$ cat src/rtl/cw305_usb_bus_master_if.sv
// cw305_usb_bus_master_if: command, write/read stream and parallel register bus signals of the bus master
interface cw305_usb_bus_master_if #(
    parameter int pADDR_WIDTH   = 21,
    parameter int pBYTECNT_SIZE = 7
) ();
    logic                     cmd_valid;
    logic                     cmd_ready;
    logic                     cmd_write;
    logic [pADDR_WIDTH-1:0]   cmd_addr;
    logic [pBYTECNT_SIZE-1:0] cmd_len;
    logic [7:0]               wr_data;
    logic                     wr_valid;
    logic                     wr_ready;
    logic [7:0]               rd_data;
    logic                     rd_valid;
    logic                     done;
    logic [pADDR_WIDTH-1:0]   usb_addr;
    logic [7:0]               usb_dout;
    logic                     usb_dout_oe;
    logic [7:0]               usb_din;
    logic                     usb_cen;
    logic                     usb_rdn;
    logic                     usb_wrn;

    modport master (
        input  cmd_valid, cmd_write, cmd_addr, cmd_len, wr_data, wr_valid, usb_din,
        output cmd_ready, wr_ready, rd_data, rd_valid, done,
        output usb_addr, usb_dout, usb_dout_oe, usb_cen, usb_rdn, usb_wrn
    );

    modport slave (
        output cmd_valid, cmd_write, cmd_addr, cmd_len, wr_data, wr_valid, usb_din,
        input  cmd_ready, wr_ready, rd_data, rd_valid, done,
        input  usb_addr, usb_dout, usb_dout_oe, usb_cen, usb_rdn, usb_wrn
    );
endinterface

$ cat src/rtl/cw305_usb_bus_master.sv
// cw305_usb_bus_master: byte-wise read/write bursts on the CW305 parallel register bus with programmable strobe timing
module cw305_usb_bus_master #(
    parameter int pADDR_WIDTH   = 21,
    parameter int pBYTECNT_SIZE = 7,
    parameter int pSETUP        = 1,
    parameter int pSTROBE       = 2,
    parameter int pHOLD         = 1
) (
    input logic                     usb_clk,
    input logic                     resetn,
    cw305_usb_bus_master_if.master  bus
);
    localparam logic [2:0] IDLE   = 3'd0;
    localparam logic [2:0] WDATA  = 3'd1;
    localparam logic [2:0] SETUP  = 3'd2;
    localparam logic [2:0] STROBE = 3'd3;
    localparam logic [2:0] HOLD   = 3'd4;
    localparam logic [7:0] SETUP_LAST  = 8'(pSETUP - 1);
    localparam logic [7:0] STROBE_LAST = 8'(pSTROBE - 1);
    localparam logic [7:0] HOLD_LAST   = 8'(pHOLD - 1);

    logic [2:0]               state_q, state_d;
    logic [7:0]               cnt_q, cnt_d;
    logic                     write_q, write_d;
    logic [pADDR_WIDTH-1:0]   addr_q, addr_d;
    logic [pBYTECNT_SIZE-1:0] len_q, len_d;
    logic [pBYTECNT_SIZE-1:0] idx_q, idx_d;
    logic [pBYTECNT_SIZE-1:0] low_d;
    logic                     cmd_ready_q, cmd_ready_d;
    logic                     wr_ready_q, wr_ready_d;
    logic [7:0]               rd_data_q, rd_data_d;
    logic                     rd_valid_q, rd_valid_d;
    logic                     done_q, done_d;
    logic [pADDR_WIDTH-1:0]   usb_addr_q, usb_addr_d;
    logic [7:0]               usb_dout_q, usb_dout_d;
    logic                     usb_dout_oe_q, usb_dout_oe_d;
    logic                     usb_cen_q, usb_cen_d;
    logic                     usb_rdn_q, usb_rdn_d;
    logic                     usb_wrn_q, usb_wrn_d;
    logic                     last, more, cmd_fire, wr_fire, rd_sample;

    assign last      = cnt_q == (state_q == SETUP ? SETUP_LAST : state_q == STROBE ? STROBE_LAST : HOLD_LAST);
    assign more      = idx_q != len_q;
    assign cmd_fire  = bus.cmd_valid && cmd_ready_q;
    assign wr_fire   = bus.wr_valid && wr_ready_q;
    assign rd_sample = state_q == STROBE && last && !write_q;

    // Sequencing: command latch, per-phase cycle counter and byte index
    always_comb begin
        state_d = state_q;
        cnt_d   = cnt_q;
        write_d = write_q;
        addr_d  = addr_q;
        len_d   = len_q;
        idx_d   = idx_q;
        case (state_q)
            IDLE: if (cmd_fire) begin
                write_d = bus.cmd_write;
                addr_d  = bus.cmd_addr;
                len_d   = bus.cmd_len;
                idx_d   = '0;
                cnt_d   = '0;
                state_d = bus.cmd_write ? WDATA : SETUP;
            end
            WDATA: if (wr_fire) begin
                cnt_d   = '0;
                state_d = SETUP;
            end
            SETUP, STROBE, HOLD: begin
                cnt_d = last ? 8'd0 : cnt_q + 8'd1;
                if (last && state_q == SETUP)
                    state_d = STROBE;
                else if (last && state_q == STROBE)
                    state_d = HOLD;
                else if (last && more) begin
                    idx_d   = idx_q + 1'b1;
                    state_d = write_q ? WDATA : SETUP;
                end else if (last)
                    state_d = IDLE;
            end
            default: state_d = IDLE;
        endcase
    end

    // Registered outputs are derived from the state being entered so they line up with it
    always_comb begin
        low_d         = addr_d[pBYTECNT_SIZE-1:0] + idx_d;
        cmd_ready_d   = state_d == IDLE;
        wr_ready_d    = state_d == WDATA;
        usb_cen_d     = state_d == IDLE ? 1'b1 : state_d == SETUP ? 1'b0 : usb_cen_q;
        usb_dout_oe_d = state_d == IDLE ? 1'b0 : state_d == SETUP ? write_d : usb_dout_oe_q;
        usb_addr_d    = state_d == SETUP ? {addr_d[pADDR_WIDTH-1:pBYTECNT_SIZE], low_d} : usb_addr_q;
        usb_dout_d    = state_q == WDATA && wr_fire ? bus.wr_data : usb_dout_q;
        usb_rdn_d     = !(state_d == STROBE && !write_d);
        usb_wrn_d     = !(state_d == STROBE && write_d);
        rd_data_d     = rd_sample ? bus.usb_din : rd_data_q;
        rd_valid_d    = rd_sample;
        done_d        = state_q == HOLD && last && !more;
    end

    // State and output registers; reset parks the bus idle immediately
    always_ff @(posedge usb_clk or negedge resetn) begin
        if (!resetn) begin
            state_q       <= IDLE;
            cnt_q         <= '0;
            write_q       <= 1'b0;
            addr_q        <= '0;
            len_q         <= '0;
            idx_q         <= '0;
            cmd_ready_q   <= 1'b1;
            wr_ready_q    <= 1'b0;
            rd_data_q     <= '0;
            rd_valid_q    <= 1'b0;
            done_q        <= 1'b0;
            usb_addr_q    <= '0;
            usb_dout_q    <= '0;
            usb_dout_oe_q <= 1'b0;
            usb_cen_q     <= 1'b1;
            usb_rdn_q     <= 1'b1;
            usb_wrn_q     <= 1'b1;
        end else begin
            state_q       <= state_d;
            cnt_q         <= cnt_d;
            write_q       <= write_d;
            addr_q        <= addr_d;
            len_q         <= len_d;
            idx_q         <= idx_d;
            cmd_ready_q   <= cmd_ready_d;
            wr_ready_q    <= wr_ready_d;
            rd_data_q     <= rd_data_d;
            rd_valid_q    <= rd_valid_d;
            done_q        <= done_d;
            usb_addr_q    <= usb_addr_d;
            usb_dout_q    <= usb_dout_d;
            usb_dout_oe_q <= usb_dout_oe_d;
            usb_cen_q     <= usb_cen_d;
            usb_rdn_q     <= usb_rdn_d;
            usb_wrn_q     <= usb_wrn_d;
        end
    end

    assign bus.cmd_ready   = cmd_ready_q;
    assign bus.wr_ready    = wr_ready_q;
    assign bus.rd_data     = rd_data_q;
    assign bus.rd_valid    = rd_valid_q;
    assign bus.done        = done_q;
    assign bus.usb_addr    = usb_addr_q;
    assign bus.usb_dout    = usb_dout_q;
    assign bus.usb_dout_oe = usb_dout_oe_q;
    assign bus.usb_cen     = usb_cen_q;
    assign bus.usb_rdn     = usb_rdn_q;
    assign bus.usb_wrn     = usb_wrn_q;
endmodule
$ cat src/flat_wrapper.sv
// flat-port wrapper written by rule: the top's interface ports become plain ports
module cw305_usb_bus_master_flat 
#(
    parameter int pADDR_WIDTH   = 21,
    parameter int pBYTECNT_SIZE = 7,
    parameter int pSETUP        = 1,
    parameter int pSTROBE       = 2,
    parameter int pHOLD         = 1
)
  (usb_clk, resetn, bus_cmd_valid, bus_cmd_write, bus_cmd_addr, bus_cmd_len, bus_wr_data, bus_wr_valid, bus_usb_din, bus_cmd_ready, bus_wr_ready, bus_rd_data, bus_rd_valid, bus_done, bus_usb_addr, bus_usb_dout, bus_usb_dout_oe, bus_usb_cen, bus_usb_rdn, bus_usb_wrn);
  cw305_usb_bus_master_if #(.pADDR_WIDTH(pADDR_WIDTH), .pBYTECNT_SIZE(pBYTECNT_SIZE)) bus_i ();
  input logic usb_clk;
  input logic resetn;
  input wire logic [$bits(bus_i.cmd_valid)-1:0] bus_cmd_valid;
  input wire logic [$bits(bus_i.cmd_write)-1:0] bus_cmd_write;
  input wire logic [$bits(bus_i.cmd_addr)-1:0] bus_cmd_addr;
  input wire logic [$bits(bus_i.cmd_len)-1:0] bus_cmd_len;
  input wire logic [$bits(bus_i.wr_data)-1:0] bus_wr_data;
  input wire logic [$bits(bus_i.wr_valid)-1:0] bus_wr_valid;
  input wire logic [$bits(bus_i.usb_din)-1:0] bus_usb_din;
  output wire logic [$bits(bus_i.cmd_ready)-1:0] bus_cmd_ready;
  output wire logic [$bits(bus_i.wr_ready)-1:0] bus_wr_ready;
  output wire logic [$bits(bus_i.rd_data)-1:0] bus_rd_data;
  output wire logic [$bits(bus_i.rd_valid)-1:0] bus_rd_valid;
  output wire logic [$bits(bus_i.done)-1:0] bus_done;
  output wire logic [$bits(bus_i.usb_addr)-1:0] bus_usb_addr;
  output wire logic [$bits(bus_i.usb_dout)-1:0] bus_usb_dout;
  output wire logic [$bits(bus_i.usb_dout_oe)-1:0] bus_usb_dout_oe;
  output wire logic [$bits(bus_i.usb_cen)-1:0] bus_usb_cen;
  output wire logic [$bits(bus_i.usb_rdn)-1:0] bus_usb_rdn;
  output wire logic [$bits(bus_i.usb_wrn)-1:0] bus_usb_wrn;
  assign bus_i.cmd_valid = bus_cmd_valid;
  assign bus_i.cmd_write = bus_cmd_write;
  assign bus_i.cmd_addr = bus_cmd_addr;
  assign bus_i.cmd_len = bus_cmd_len;
  assign bus_i.wr_data = bus_wr_data;
  assign bus_i.wr_valid = bus_wr_valid;
  assign bus_i.usb_din = bus_usb_din;
  assign bus_cmd_ready = bus_i.cmd_ready;
  assign bus_wr_ready = bus_i.wr_ready;
  assign bus_rd_data = bus_i.rd_data;
  assign bus_rd_valid = bus_i.rd_valid;
  assign bus_done = bus_i.done;
  assign bus_usb_addr = bus_i.usb_addr;
  assign bus_usb_dout = bus_i.usb_dout;
  assign bus_usb_dout_oe = bus_i.usb_dout_oe;
  assign bus_usb_cen = bus_i.usb_cen;
  assign bus_usb_rdn = bus_i.usb_rdn;
  assign bus_usb_wrn = bus_i.usb_wrn;
  cw305_usb_bus_master #(.pADDR_WIDTH(pADDR_WIDTH), .pBYTECNT_SIZE(pBYTECNT_SIZE), .pSETUP(pSETUP), .pSTROBE(pSTROBE), .pHOLD(pHOLD)) u_core (.usb_clk(usb_clk), .resetn(resetn), .bus(bus_i));
endmodule
$ cat config.mk
export PLATFORM = sky130hd
export DESIGN_NAME = cw305_usb_bus_master_flat
export DESIGN_NICKNAME = d
export VERILOG_FILES = /design/src/rtl/cw305_usb_bus_master_if.sv /design/src/rtl/cw305_usb_bus_master.sv /design/src/flat_wrapper.sv
export SDC_FILE = /design/constraint.sdc
export NUM_CORES = 1
export LEC_CHECK = 0
export CORE_MARGIN = 8
export CORE_UTILIZATION = 50
export CTS_BUF_LIST = sky130_fd_sc_hd__clkbuf_8
export DETAILED_ROUTE_END_ITERATION = 16
export PLACE_DENSITY = 0.84
export REMOVE_ABC_BUFFERS = 1
export SLEW_MARGIN = 20
export SYNTH_ARGS = -nofsm -noshare
export SYNTH_HDL_FRONTEND = slang
export SYNTH_SLANG_ARGS = --single-unit
$ cat constraint.sdc
create_clock -name usb_clk -period 4.7 [get_ports usb_clk]
set_clock_uncertainty 0.05 [all_clocks]
set_input_delay 0.94 -clock usb_clk [delete_from_list [all_inputs] [get_ports usb_clk]]
set_output_delay 0.94 -clock usb_clk [all_outputs]
set_load 0.005 [all_outputs]
Yosys cells after proc, flatten, opt, wreduce, memory -nomap -nowiden
Cells that the tools add are included.
{"block": "word_totals", "ff_bits": 92, "input_bits": 49, "output_inout_bits": 45, "wordCells": 82}
{"block": "classes", "addsub": 3, "n_eq_ne": 11, "mux": 28, "n_reduce_logical": 23}
{"operator": "$mux 21", "count": 2}
{"operator": "$mux 8", "count": 4}
{"operator": "$mux 7", "count": 4}
{"operator": "$pmux 8 s3", "count": 1}
{"operator": "$mux 3", "count": 6}
{"operator": "$pmux 7 s2", "count": 1}
{"operator": "$eq 3x2->1 const B", "count": 4}
{"operator": "$logic_and 1x1->1", "count": 11}
{"operator": "$pmux 3 s3", "count": 1}
{"operator": "$add 8x1->8 const B", "count": 1}
{"operator": "$eq 8x8->1", "count": 1}
{"operator": "$add 7x1->7 const B", "count": 1}
{"operator": "$add 7x7->7", "count": 1}
{"operator": "$mux 1", "count": 7}
{"operator": "$ne 7x7->1", "count": 1}
{"operator": "$eq 3x1->1 const B", "count": 2}
{"operator": "$logic_not 3->1", "count": 2}
{"operator": "$logic_not 1->1", "count": 5}
{"operator": "$mux 2", "count": 2}
{"operator": "$ne 2x1->1 const B", "count": 2}
{"operator": "$eq 3x3->1 const B", "count": 1}
{"operator": "$reduce_and 3->1", "count": 1}
{"operator": "$reduce_bool 3->1", "count": 1}
{"operator": "$reduce_or 3->1", "count": 1}
{"operator": "2 further kinds", "count": 2}

Longest topological paths before layout
Gate-level depths: netlist of the first run.
{"block": "logic_depth", "depth_word": 12, "depth_mapped": 16}

Worst setup path before layout of the first run
Ideal clock, no wire load.
{"block": "synth_timing", "path_kind": "input-to-reg", "from": "in bus_cmd_valid", "to": "reg u_core.usb_addr_q[6] (netlist: u_core.bus.usb_addr[6])", "setup_time_ns": 0.082, "arrival_ns": 4.017, "t_required_ns": 4.568, "path_slack_ns": 0.551, "path_stages": 15, "path_cell_list": "a21oi_1 -> nor4b_1 -> buf_2 -> buf_2 -> buf_2 -> mux2_2 -> ha_1 -> inv_1 -> fa_1 -> nor2b_1 -> o31a_1 -> o21ai_0 -> a21boi_0 -> a211o_1 -> a31oi_1"}
{"block": "synth_via", "elab_chain_len": 4}
{"element": "from (decl)", "line_no": "flat_wrapper.sv:14", "text": "input wire logic [$bits(bus_i.cmd_valid)-1:0] bus_cmd_valid;"}
{"element": "$logic_and 1x1->1", "line_no": "cw305_usb_bus_master.sv:44", "text": "assign cmd_fire = bus.cmd_valid && cmd_ready_q;"}
{"element": "$mux 21", "line_no": "cw305_usb_bus_master.sv:57", "text": "IDLE: if (cmd_fire) begin"}
{"element": "$mux 21", "line_no": "cw305_usb_bus_master.sv:56", "text": "case (state_q)"}
{"element": "via u_core.addr_d[0]", "line_no": "cw305_usb_bus_master.sv:25", "text": "logic [pADDR_WIDTH-1:0] addr_q, addr_d;"}
{"element": "$add 7x7->7", "line_no": "cw305_usb_bus_master.sv:87", "text": "low_d = addr_d[pBYTECNT_SIZE-1:0] + idx_d;"}
{"element": "to (signal assigned)", "line_no": "cw305_usb_bus_master.sv:133", "text": "usb_addr_q <= usb_addr_d;"}
{"element": "to (decl)", "line_no": "cw305_usb_bus_master.sv:34", "text": "logic [pADDR_WIDTH-1:0] usb_addr_q, usb_addr_d;"}
The timed path passes the listed nets, and every way through them passes these cells.
A chain may end at the register's enable or synchronous reset.

Worst setup path in the final report of the first run
{"block": "layout_timing", "from": "reg u_core.cnt_q[5]", "to": "reg u_core.usb_addr_q[6] (netlist: u_core.bus.usb_addr[6])"}
{"block": "layout_via", "elab_chain_len": 7}
{"element": "from (decl)", "line_no": "cw305_usb_bus_master.sv:23", "text": "logic [7:0] cnt_q, cnt_d;"}
{"element": "from (signal assigned)", "line_no": "cw305_usb_bus_master.sv:123", "text": "cnt_q <= cnt_d;"}
{"element": "$eq 8x8->1 (*)", "line_no": "cw305_usb_bus_master.sv:42", "text": "assign last = cnt_q == (state_q == SETUP ? SETUP_LAST : state_q == STROBE ? STROBE_LAST : HOLD_LAST);"}
{"element": "$logic_and 1x1->1", "line_no": "cw305_usb_bus_master.sv:75", "text": "else if (last && more) begin"}
{"element": "$mux 7", "line_no": "cw305_usb_bus_master.sv:75"}
{"element": "$mux 7", "line_no": "cw305_usb_bus_master.sv:73", "text": "else if (last && state_q == STROBE)"}
{"element": "$mux 7 (*)", "line_no": "cw305_usb_bus_master.sv:71", "text": "if (last && state_q == SETUP)"}
{"element": "$pmux 7 s2 (*)", "line_no": "cw305_usb_bus_master.sv:56"}
{"element": "via u_core.idx_d[0]", "line_no": "cw305_usb_bus_master.sv:27", "text": "logic [pBYTECNT_SIZE-1:0] idx_q, idx_d;"}
{"element": "$add 7x7->7 (*)", "line_no": "cw305_usb_bus_master.sv:87"}
Mark *: on every way through the listed nets, which the timed path passes. The rest lies on a longest branch.

==> qor.csv, run 1 <==
metric,value,unit
Hold Crit Class,reg2reg,
"reg-to-reg slack, setup",0.86,ns
"Top FF cell, synth",dfrtp_1,
DRT Wirelength,9.16,mm
Fin Setup TNS,0,ns
Finished Core Util,0.663,
Sequential Power Share,0.380,
Least-Margin Pin Slew,0.765,ns
starting density of the core,0.514,
Syn-to-layout area delta,29.0,%
total gr overflow,0,
antenna-violating nets left,0,
layout cells sized above 1,0.197,
Final GP Congestion,0.816,
post-placement cell count,522,
# fillers,630,
complex-gate fraction of the synthesized area,0.0927,
Worst Setup End Kind,flip-flop,
internal power,2.32,mW
vias in the first global route,3087,
worst path required time,4.92,ns
reg-to-reg startpoint,u_core.cnt_q[5],
switching pwr,1.25,mW
total power,3.57,mW
Layout Cells excl Fill,537,
drt wl/cell,17.1,um
number of flops mapped to enable cells by yosys,0,
PortBufs,93,
largest net degree at the start of global routing,63,
Net Sw Frac,0.350,
CP Max Fanout,6,
first-pass GRT wire length,15.4,mm
Synth Area in Adders,0.0286,
Hold Crit Start,u_core.bus.usb_addr[4],
clock transition at the registers of the reported paths,0.08,ns
DP Area,5240,um^2
PD cells,658,nW/um^2
# Max-Cap Violations,0,
Synth cell types,56,
Worst R2R End,u_core.bus.usb_addr[6],
Reg2Reg Depth,14,
ranking of synthesized cells by area,"dfrtp_1 52%, mux2_2 12%, mux2_4 3.2%",
nets@finish,486,
DP HPWL,7.05,mm
Leakage,2.38,nW
crit path launch type,flip-flop,
Mapped Cells,329,
Setup Viol. Count Final,0,
H-Tree Depth,3,
Final Max Slew Viols,0,
Final Hold Vio Count,0,
status,"complete, no violations",
RSZ-0062 raised after global routing,false,
initial antenna violation count,0,
worst setup path class,reg2reg,
I/O Pins,94,
full die area,11600,um^2
Max-Slew Margin vs Limit,0.490,
CTS tree,built,
hold_buf cts,0,
simple-gate share of the synthesized area,0.0903,
vias,2867,
clk sinks,92,
Yosys warnings,0,
dpl ws,0.558,ns
post-synthesis xor/xnor area fraction,0.0292,
final worst path period share,0.816,
min cycle time layout,3.84,ns
Post-Syn Area,4200,um^2
DR iter-0 viols,103,
clk buf depth,2,
clock network power share,0.132,
vias per inst,5.34,
cts bufs inserted,9,
post-cts sizing count,0,
die span in y,108,um
largest family of logic cells by synthesized area,multiplexers,
clock root cell,clkbuf_8,
Hold Path Depth,1,
All-Layer GR Usage,0.165,
clk_lat worst skew,0.34,ns
design area,5420,um^2
post-synthesis mux area share,0.186,
Die W,108,um
Post-CTS Setup Bufs,0,
Combinational Power Share,0.487,
CP arrival,4.06,ns
f_max,0.261,GHz
"FF+latch count, synth",92,
ant diodes,0,
DRC errors left,0,
Synth area leader,dfrtp_1,
Core Rows,33,
average cell area after synthesis,12.8,um^2
core area,8180,um^2
Final WS setup,0.863,ns
hold endpoint,u_core.bus.usb_addr[4],
Max VDD drop,0.000333,V
Post-synth ARST share,1.00,
DRT Pass-1 Iters,4,
top cell type's share of synthesized area,0.524,
Hold WS,0.451,ns
post-synthesis sequential area ratio,0.549,
[layer usage]
metal	global-route usage	wire, um	vias up	part of all wire
met5	0	0	-	0
met4	0.0456	112	0	0.012
met3	0.0635	776	15	0.085
met2	0.265	4360	90	0.48
met1	0.201	3910	1390	0.43
li1	-	-	1372	-
[kinds of logic (layout without fill, tap and decap cells)]
logic type	count (synthesis)	after routing
compound gates	61	61
simple gates	66	66
buf+inv	20	123
flops	92	92
mux	67	67
fa+ha+maj	9	9
xor+xnor	14	14
[cells in the mapped netlist (all sizes together) (3+ instances only)]
master  count
dfrtp      88
mux2       62
o21ai      25
nand2      16
nor2       13
a21oi      11
inv        10
xor2       10
ha          8
buf         7
nand2b      6
and3        5
mux2i       5
dfstp       4
nand3       4
nor2b       4
nor3        4
xnor2       4
a211oi      3
a31oi       3
clkbuf      3
nor4        3
[area by class of cell]
class	instances	area, um^2	area share
clock buffers	10	138	0.0254
inverters	10	37.5	0.00693
flip-flops and latches	92	2310	0.426
multi-input cells	217	1800	0.332
repair buffers	98	966	0.178
clock inverters	5	37.5	0.00693
well taps	105	131	0.0243
[flip-flops by register name, summed over array words and instances, names as in the netlist]
signal	flops
u_core.addr_q	21
u_core.bus.usb_addr	21
u_core.bus.rd_data	8
u_core.bus.usb_dout	8
u_core.cnt_q	8
u_core.idx_q	7
u_core.len_q	7
u_core.state_q	3
u_core.bus.cmd_ready	1
u_core.bus.done	1
u_core.bus.rd_valid	1
u_core.bus.usb_cen	1
u_core.bus.usb_dout_oe	1
u_core.bus.usb_rdn	1
u_core.bus.usb_wrn	1
u_core.bus.wr_ready	1
u_core.write_q	1
[worst max-delay path by stage]
stage,startpoint,endpoint,slack (ns),depth (start not counted)
6_report,u_core.cnt_q[5],u_core.bus.usb_addr[6],0.86,14
5_1_grt,u_core.state_q[1],u_core.bus.usb_addr[6],0.61,13
4_1_cts,u_core.cnt_q[5],u_core.bus.usb_addr[6],0.89,14
3_5_place_dp,bus_cmd_valid,u_core.bus.usb_addr[6],0.56,14
3_3_place_gp,bus_cmd_valid,u_core.bus.usb_addr[6],0.69,14
2_1_floorplan,bus_cmd_valid,u_core.bus.usb_addr[6],-1.78,12
[worst max-delay path: stages, from the launching register on]
cell and delay (ns):
dfrtp_1 0.43, nor4_2 0.36, nand2_1 0.20, a211oi_1 0.60, o21ai_0 0.21, mux2_2 0.32
ha_1 0.22, inv_1 0.07, fa_1 0.22, nor2b_1 0.08, o31a_1 0.26, o21ai_0 0.18
nor3b_1 0.28, o211ai_1 0.12, a31oi_1 0.16
[power by group through the flow]
stage	Sequential, mW	Clock (mW)	Combinational, mW
final	1.36	0.471	1.74
after global routing	1.41	0.521	1.91
after CTS	1.36	0.488	1.76
after detailed placement	1.37	0	1.75
after global placement	1.35	0	1.69
after floorplan	1.34	0	1.07
[cell usage in the layout, fill, tap and decap left out, types with 5 or more instances in the layout]
master | synthesis | routed
mux2_2 | 43 | 43
and3_1 | 5 | 5
mux2_1 | 10 | 10
buf_4 | 1 | 6
inv_1 | 10 | 10
nand2_1 | 16 | 16
a21oi_1 | 11 | 11
xor2_1 | 10 | 10
nand2b_1 | 6 | 6
dfrtp_1 | 88 | 88
nor2_1 | 13 | 13
ha_1 | 8 | 8
o21ai_0 | 24 | 24
mux2i_1 | 5 | 5
clkdlybuf4s50_1 | 0 | 92
clkbuf_8 | 0 | 10
mux2_4 | 9 | 9
Note: power is estimated with default switching activity, not from simulation.
==> inputs of run 2 (changes only) <==
==> constraint.sdc (replaced) <==
create_clock -name usb_clk -period 4 [get_ports usb_clk]
set_clock_uncertainty 0.05 [all_clocks]
set_input_delay 0.8 -clock usb_clk [delete_from_list [all_inputs] [get_ports usb_clk]]
set_output_delay 0.8 -clock usb_clk [all_outputs]
set_load 0.005 [all_outputs]
==> qor.csv, run 2 (synthesis gave the netlist of run 1 again) <==
metric,value,unit
status,"complete, no violations",
first-pass GRT wire length,14.7,mm
"reg-to-reg slack, setup",0.35,ns
Worst R2R End,u_core.bus.usb_addr[6],
CP arrival,3.88,ns
antenna-violating nets left,0,
Leakage,2.42,nW
core area,8180,um^2
critical path launch point,u_core.cnt_q[5],
Hold Crit Class,reg2reg,
Reg2Reg Depth,15,
vias per inst,5.37,
min cycle time layout,3.65,ns
clock root cell,clkbuf_8,
DRT Pass-1 Iters,4,
Core Rows,33,
Final Hold Vio Count,0,
DR iter-0 viols,144,
H-Tree Depth,3,
PortBufs,93,
cts bufs inserted,9,
reg-to-reg startpoint,u_core.cnt_q[5],
# Max-Cap Violations,0,
final worst path period share,0.914,
full die area,11600,um^2
worst setup path class,reg2reg,
drt wl/cell,16.7,um
f_max,0.274,GHz
Fin Setup TNS,0,ns
"most common cell after layout, fill and taps aside",clkdlybuf4s50_1,
clk buf depth,2,
Least-Margin Pin Slew,1.09,ns
Die W,108,um
vias in the first global route,3137,
CP endpoint,u_core.bus.usb_addr[6],
ant diodes,0,
dpl ws,0.0490,ns
nets@finish,490,
total gr overflow,0,
All-Layer GR Usage,0.159,
clk_lat worst skew,0.35,ns
Max VDD drop,0.000399,V
largest net degree at the start of global routing,93,
Final WS setup,0.346,ns
CTS tree,built,
Setup Viol. Count Final,0,
Syn-to-layout area delta,30.7,%
DP HPWL,6.82,mm
Max-Slew Margin vs Limit,0.274,
Worst Setup End Kind,flip-flop,
RSZ-0062 raised after global routing,false,
Layout Cells excl Fill,542,
clock transition at the registers of the reported paths,0.09,ns
initial antenna violation count,0,
Post-CTS Setup Bufs,0,
most frequent cells in the layout,"92 x clkdlybuf4s50_1, 88 x dfrtp_1, 43 x mux2_2",
PD cells,787,nW/um^2
Final Max Slew Viols,0,
starting density of the core,0.514,
vias,2913,
DRC errors left,0,
DRT Wirelength,9.07,mm
clk sinks,92,
post-placement cell count,526,
worst path required time,4.22,ns
layout cells sized above 1,0.204,
CP Max Fanout,6,
crit path launch type,flip-flop,
die span in y,108,um
Final GP Congestion,0.889,
I/O Pins,94,
## run 2: cell types whose count changed in the layout (fill, tap and decap cells not counted)
cell / before / now
a2111oi_2: 1 / 0
a2111oi_4: 0 / 1
buf_4: 6 / 9
buf_6: 0 / 1
bufinv_16: 0 / 1
clkbuf_8: 10 / 9
clkinvlp_4: 2 / 1
inv_1: 10 / 11
inv_8: 0 / 1
## run 2: worst min path at each step
stage                                        from                 endpoint  slack (ns)  depth (start not counted)
final                      u_core.bus.usb_addr[5]   u_core.bus.usb_addr[5]        0.44                          1
after global routing       u_core.bus.usb_addr[5]   u_core.bus.usb_addr[5]        0.47                          1
after CTS                  u_core.bus.usb_addr[5]   u_core.bus.usb_addr[5]        0.45                          1
after detailed placement   u_core.bus.usb_addr[5]   u_core.bus.usb_addr[5]        0.43                          1
after global placement    u_core.bus.usb_addr[11]  u_core.bus.usb_addr[11]        0.42                          1
after floorplan                  u_core.addr_q[6]         u_core.addr_q[6]        0.41                          2
## run 2: power breakdown
part	switching, mW	leakage [nW]	internal, mW
Combinational	0.920	1.16	1.19
Clock	0.333	0.103	0.293
Sequential	0.243	1.15	1.34
Total	1.50	2.42	2.82
## run 2: worst max-delay path, cell delays in order, from the launching register on
cell and delay (ns):
dfrtp_1 0.43, nor4_2 0.39, nand2_1 0.24, a211oi_1 0.28, buf_4 0.18, o21ai_0 0.10
mux2_2 0.31, ha_1 0.21, inv_1 0.07, fa_1 0.21, nor2b_1 0.07, o31a_1 0.24
o21ai_0 0.18, a21boi_0 0.15, a211o_1 0.28, a31oi_1 0.18
## run 2: area by class of cell
class	count	area, um^2
Fill cell	591	2690
Multi-Input combinational cell	217	1810
Timing Repair Buffer	102	1000
Clock buffer	9	124
Sequential cell	92	2310
Tap cell	105	131
Clock inverter	7	75.1
Inverter	10	37.5
## run 2: timing repair
| action | CTS | global route |
|---|---|---|
| setup endpoints to repair | 0 | 1 |
| hold buffers | 0 | 0 |
| resized for setup | 0 | 1 |
## run 2: stage by stage
stage	util	power, mW	hold WS (ns)	instance area, um^2
finish	0.671	4.32	0.442	5490
CTS	0.669	4.35	0.446	5470
floorplan	-	2.83	0.410	4140
detailed placement	0.645	3.71	0.432	5270
global placement	0.645	3.63	0.419	5270
global route	0.671	4.62	0.469	5490
## run 2: metal layers
layer	wire length, um	GRT usage	vias up
met5	0	0	-
met4	98	0.0624	0
met3	747	0.0557	9
met2	4370	0.259	93
met1	3860	0.187	1427
li1	-	-	1384
==> inputs of run 3 (changes only) <==
--- a/config.mk
+++ b/config.mk
@@ -7,7 +7,6 @@
 export LEC_CHECK = 0
 export CORE_MARGIN = 8
 export CORE_UTILIZATION = 50
-export CTS_BUF_LIST = sky130_fd_sc_hd__clkbuf_8
 export DETAILED_ROUTE_END_ITERATION = 16
 export PLACE_DENSITY = 0.84
 export REMOVE_ABC_BUFFERS = 1
==> qor.csv, run 3 (synthesis gave the netlist of run 1 again) <==
metric,value,unit
DR iter-0 viols,141,
Final WS setup,0.346,ns
clk sinks,92,
starting density of the core,0.514,
clk_lat worst skew,0.35,ns
clock network power share,0.145,
hold_buf cts,0,
RSZ-0062 raised after global routing,false,
status,"complete, no violations",
Layout Cells excl Fill,542,
crit path cell chain,nor4_2 -> nand2_1 -> a211oi_1 -> buf_4 -> o21ai_0 -> mux2_2 -> ha_1 -> inv_1 -> fa_1 -> nor2b_1 -> o31a_1 -> o21ai_0 -> a21boi_0 -> a211o_1 -> a31oi_1,
first-pass GRT wire length,14.7,mm
Max-Slew Margin vs Limit,0.274,
initial antenna violation count,0,
Hold Crit Class,reg2reg,
I/O Pins,94,
ant diodes,0,
vias,2913,
die span in y,108,um
Combinational Power Share,0.488,
vias per inst,5.37,
Worst Setup End Kind,flip-flop,
dpl ws,0.0490,ns
DP Area,5270,um^2
layout cells sized above 1,0.204,
nets@finish,490,
H-Tree Depth,3,
CP Max Fanout,6,
CP arrival,3.88,ns
min cycle time layout,3.65,ns
Die W,108,um
PortBufs,93,
core area,8180,um^2
total gr overflow,0,
post-placement cell count,526,
# Max-Cap Violations,0,
Final Max Slew Viols,0,
largest net degree at the start of global routing,93,
Least-Margin Pin Slew,1.09,ns
switching pwr,1.50,mW
crit path launch type,flip-flop,
Fin Setup TNS,0,ns
Max VDD drop,0.000399,V
crit path max-delay cell type,dfrtp_1,
Final GP Congestion,0.889,
DP HPWL,6.82,mm
DRT Wirelength,9.07,mm
clk buf depth,2,
Sequential Power Share,0.366,
full die area,11600,um^2
clock root cell,clkbuf_8,
final worst path period share,0.914,
Syn-to-layout area delta,30.7,%
cts bufs inserted,9,
internal power,2.83,mW
Setup Viol. Count Final,0,
worst setup path class,reg2reg,
design area,5490,um^2
Core Rows,33,
Final Hold Vio Count,0,
Leakage,2.41,nW
DRC errors left,0,
PD cells,788,nW/um^2
total power,4.32,mW
clock transition at the registers of the reported paths,0.09,ns
CTS tree,built,
vias in the first global route,3136,
Critical Path Max Stage Delay,0.43,ns
f_max,0.274,GHz
All-Layer GR Usage,0.159,
DRT Pass-1 Iters,4,
"most common cell after layout, fill and taps aside",clkdlybuf4s50_1,
Critical Path Most Common Cell,o21ai_0,
Net Sw Frac,0.346,
antenna-violating nets left,0,
worst path required time,4.22,ns
most frequent cells in the layout,"92 x clkdlybuf4s50_1, 88 x dfrtp_1, 43 x mux2_2",
drt wl/cell,16.7,um
==> run 3: layout make-up <==
cell class	instances	area, um^2
Inverter	10	37.5
Fill cell	591	2690
Tap cell	105	131
Clock inverter	6	71.3
Clock buffer	10	128
Sequential cell	92	2310
Multi-Input combinational cell	217	1810
Timing Repair Buffer	102	1000
==> run 3: critical path, delay by kind of cell (launching register included) <==
| family | cells | cell delay, ns |
|---|---|---|
| DFF | 1 | 0.43 |
| muxes | 1 | 0.31 |
| and+or+nand+nor | 3 | 0.70 |
| buffers and inverters | 2 | 0.25 |
| AOI/OAI and AO/OA | 7 | 1.41 |
| adders and majority gates | 2 | 0.42 |
==> run 3: power groups by stage <==
| stage | registers, mW | clock network (mW) | logic (mW) |
|---|---|---|---|
| 2_1_floorplan | 1.57 | 0 | 1.26 |
| 3_5_place_dp | 1.60 | 0 | 2.11 |
| 4_1_cts | 1.59 | 0.648 | 2.12 |
| 5_1_grt | 1.64 | 0.686 | 2.30 |
| 3_3_place_gp | 1.58 | 0 | 2.05 |
| 6_report | 1.58 | 0.628 | 2.11 |
==> run 3: worst paths after layout <==
kind                                              from                      end  slack [ns]  cells after the start
worst max-delay path                   u_core.cnt_q[5]   u_core.bus.usb_addr[6]        0.35                     15
worst min-delay path            u_core.bus.usb_addr[5]   u_core.bus.usb_addr[5]        0.44                      1
worst max register to register         u_core.cnt_q[5]   u_core.bus.usb_addr[6]        0.35                     15
worst min register to register  u_core.bus.usb_addr[5]   u_core.bus.usb_addr[5]        0.44                      1
max in group asynchronous                       resetn          u_core.cnt_q[0]        2.91                      1
min in group asynchronous                       resetn  u_core.bus.usb_addr[11]        0.45                      1
==> run 3: routing by layer <==
| metal | track usage | vias up | wire, um |
|---|---|---|---|
| met1 | 0.187 | 1427 | 3850 |
| met5 | 0 | - | 0 |
| met3 | 0.0557 | 9 | 747 |
| met2 | 0.259 | 93 | 4370 |
| li1 | - | 1384 | - |
| met4 | 0.0624 | 0 | 98 |
==> run 3: stage by stage <==
stage               utilization  hold WS (ns)
finish                    0.671         0.442
global route              0.671         0.469
CTS                       0.669         0.446
detailed placement        0.645         0.432
global placement          0.645         0.419
floorplan                     -         0.410
==> run 3: timing repair <==
action,CTS,global route
gates resized for setup,0,1
buffers inserted,0,0
setup endpoints to repair,0,1
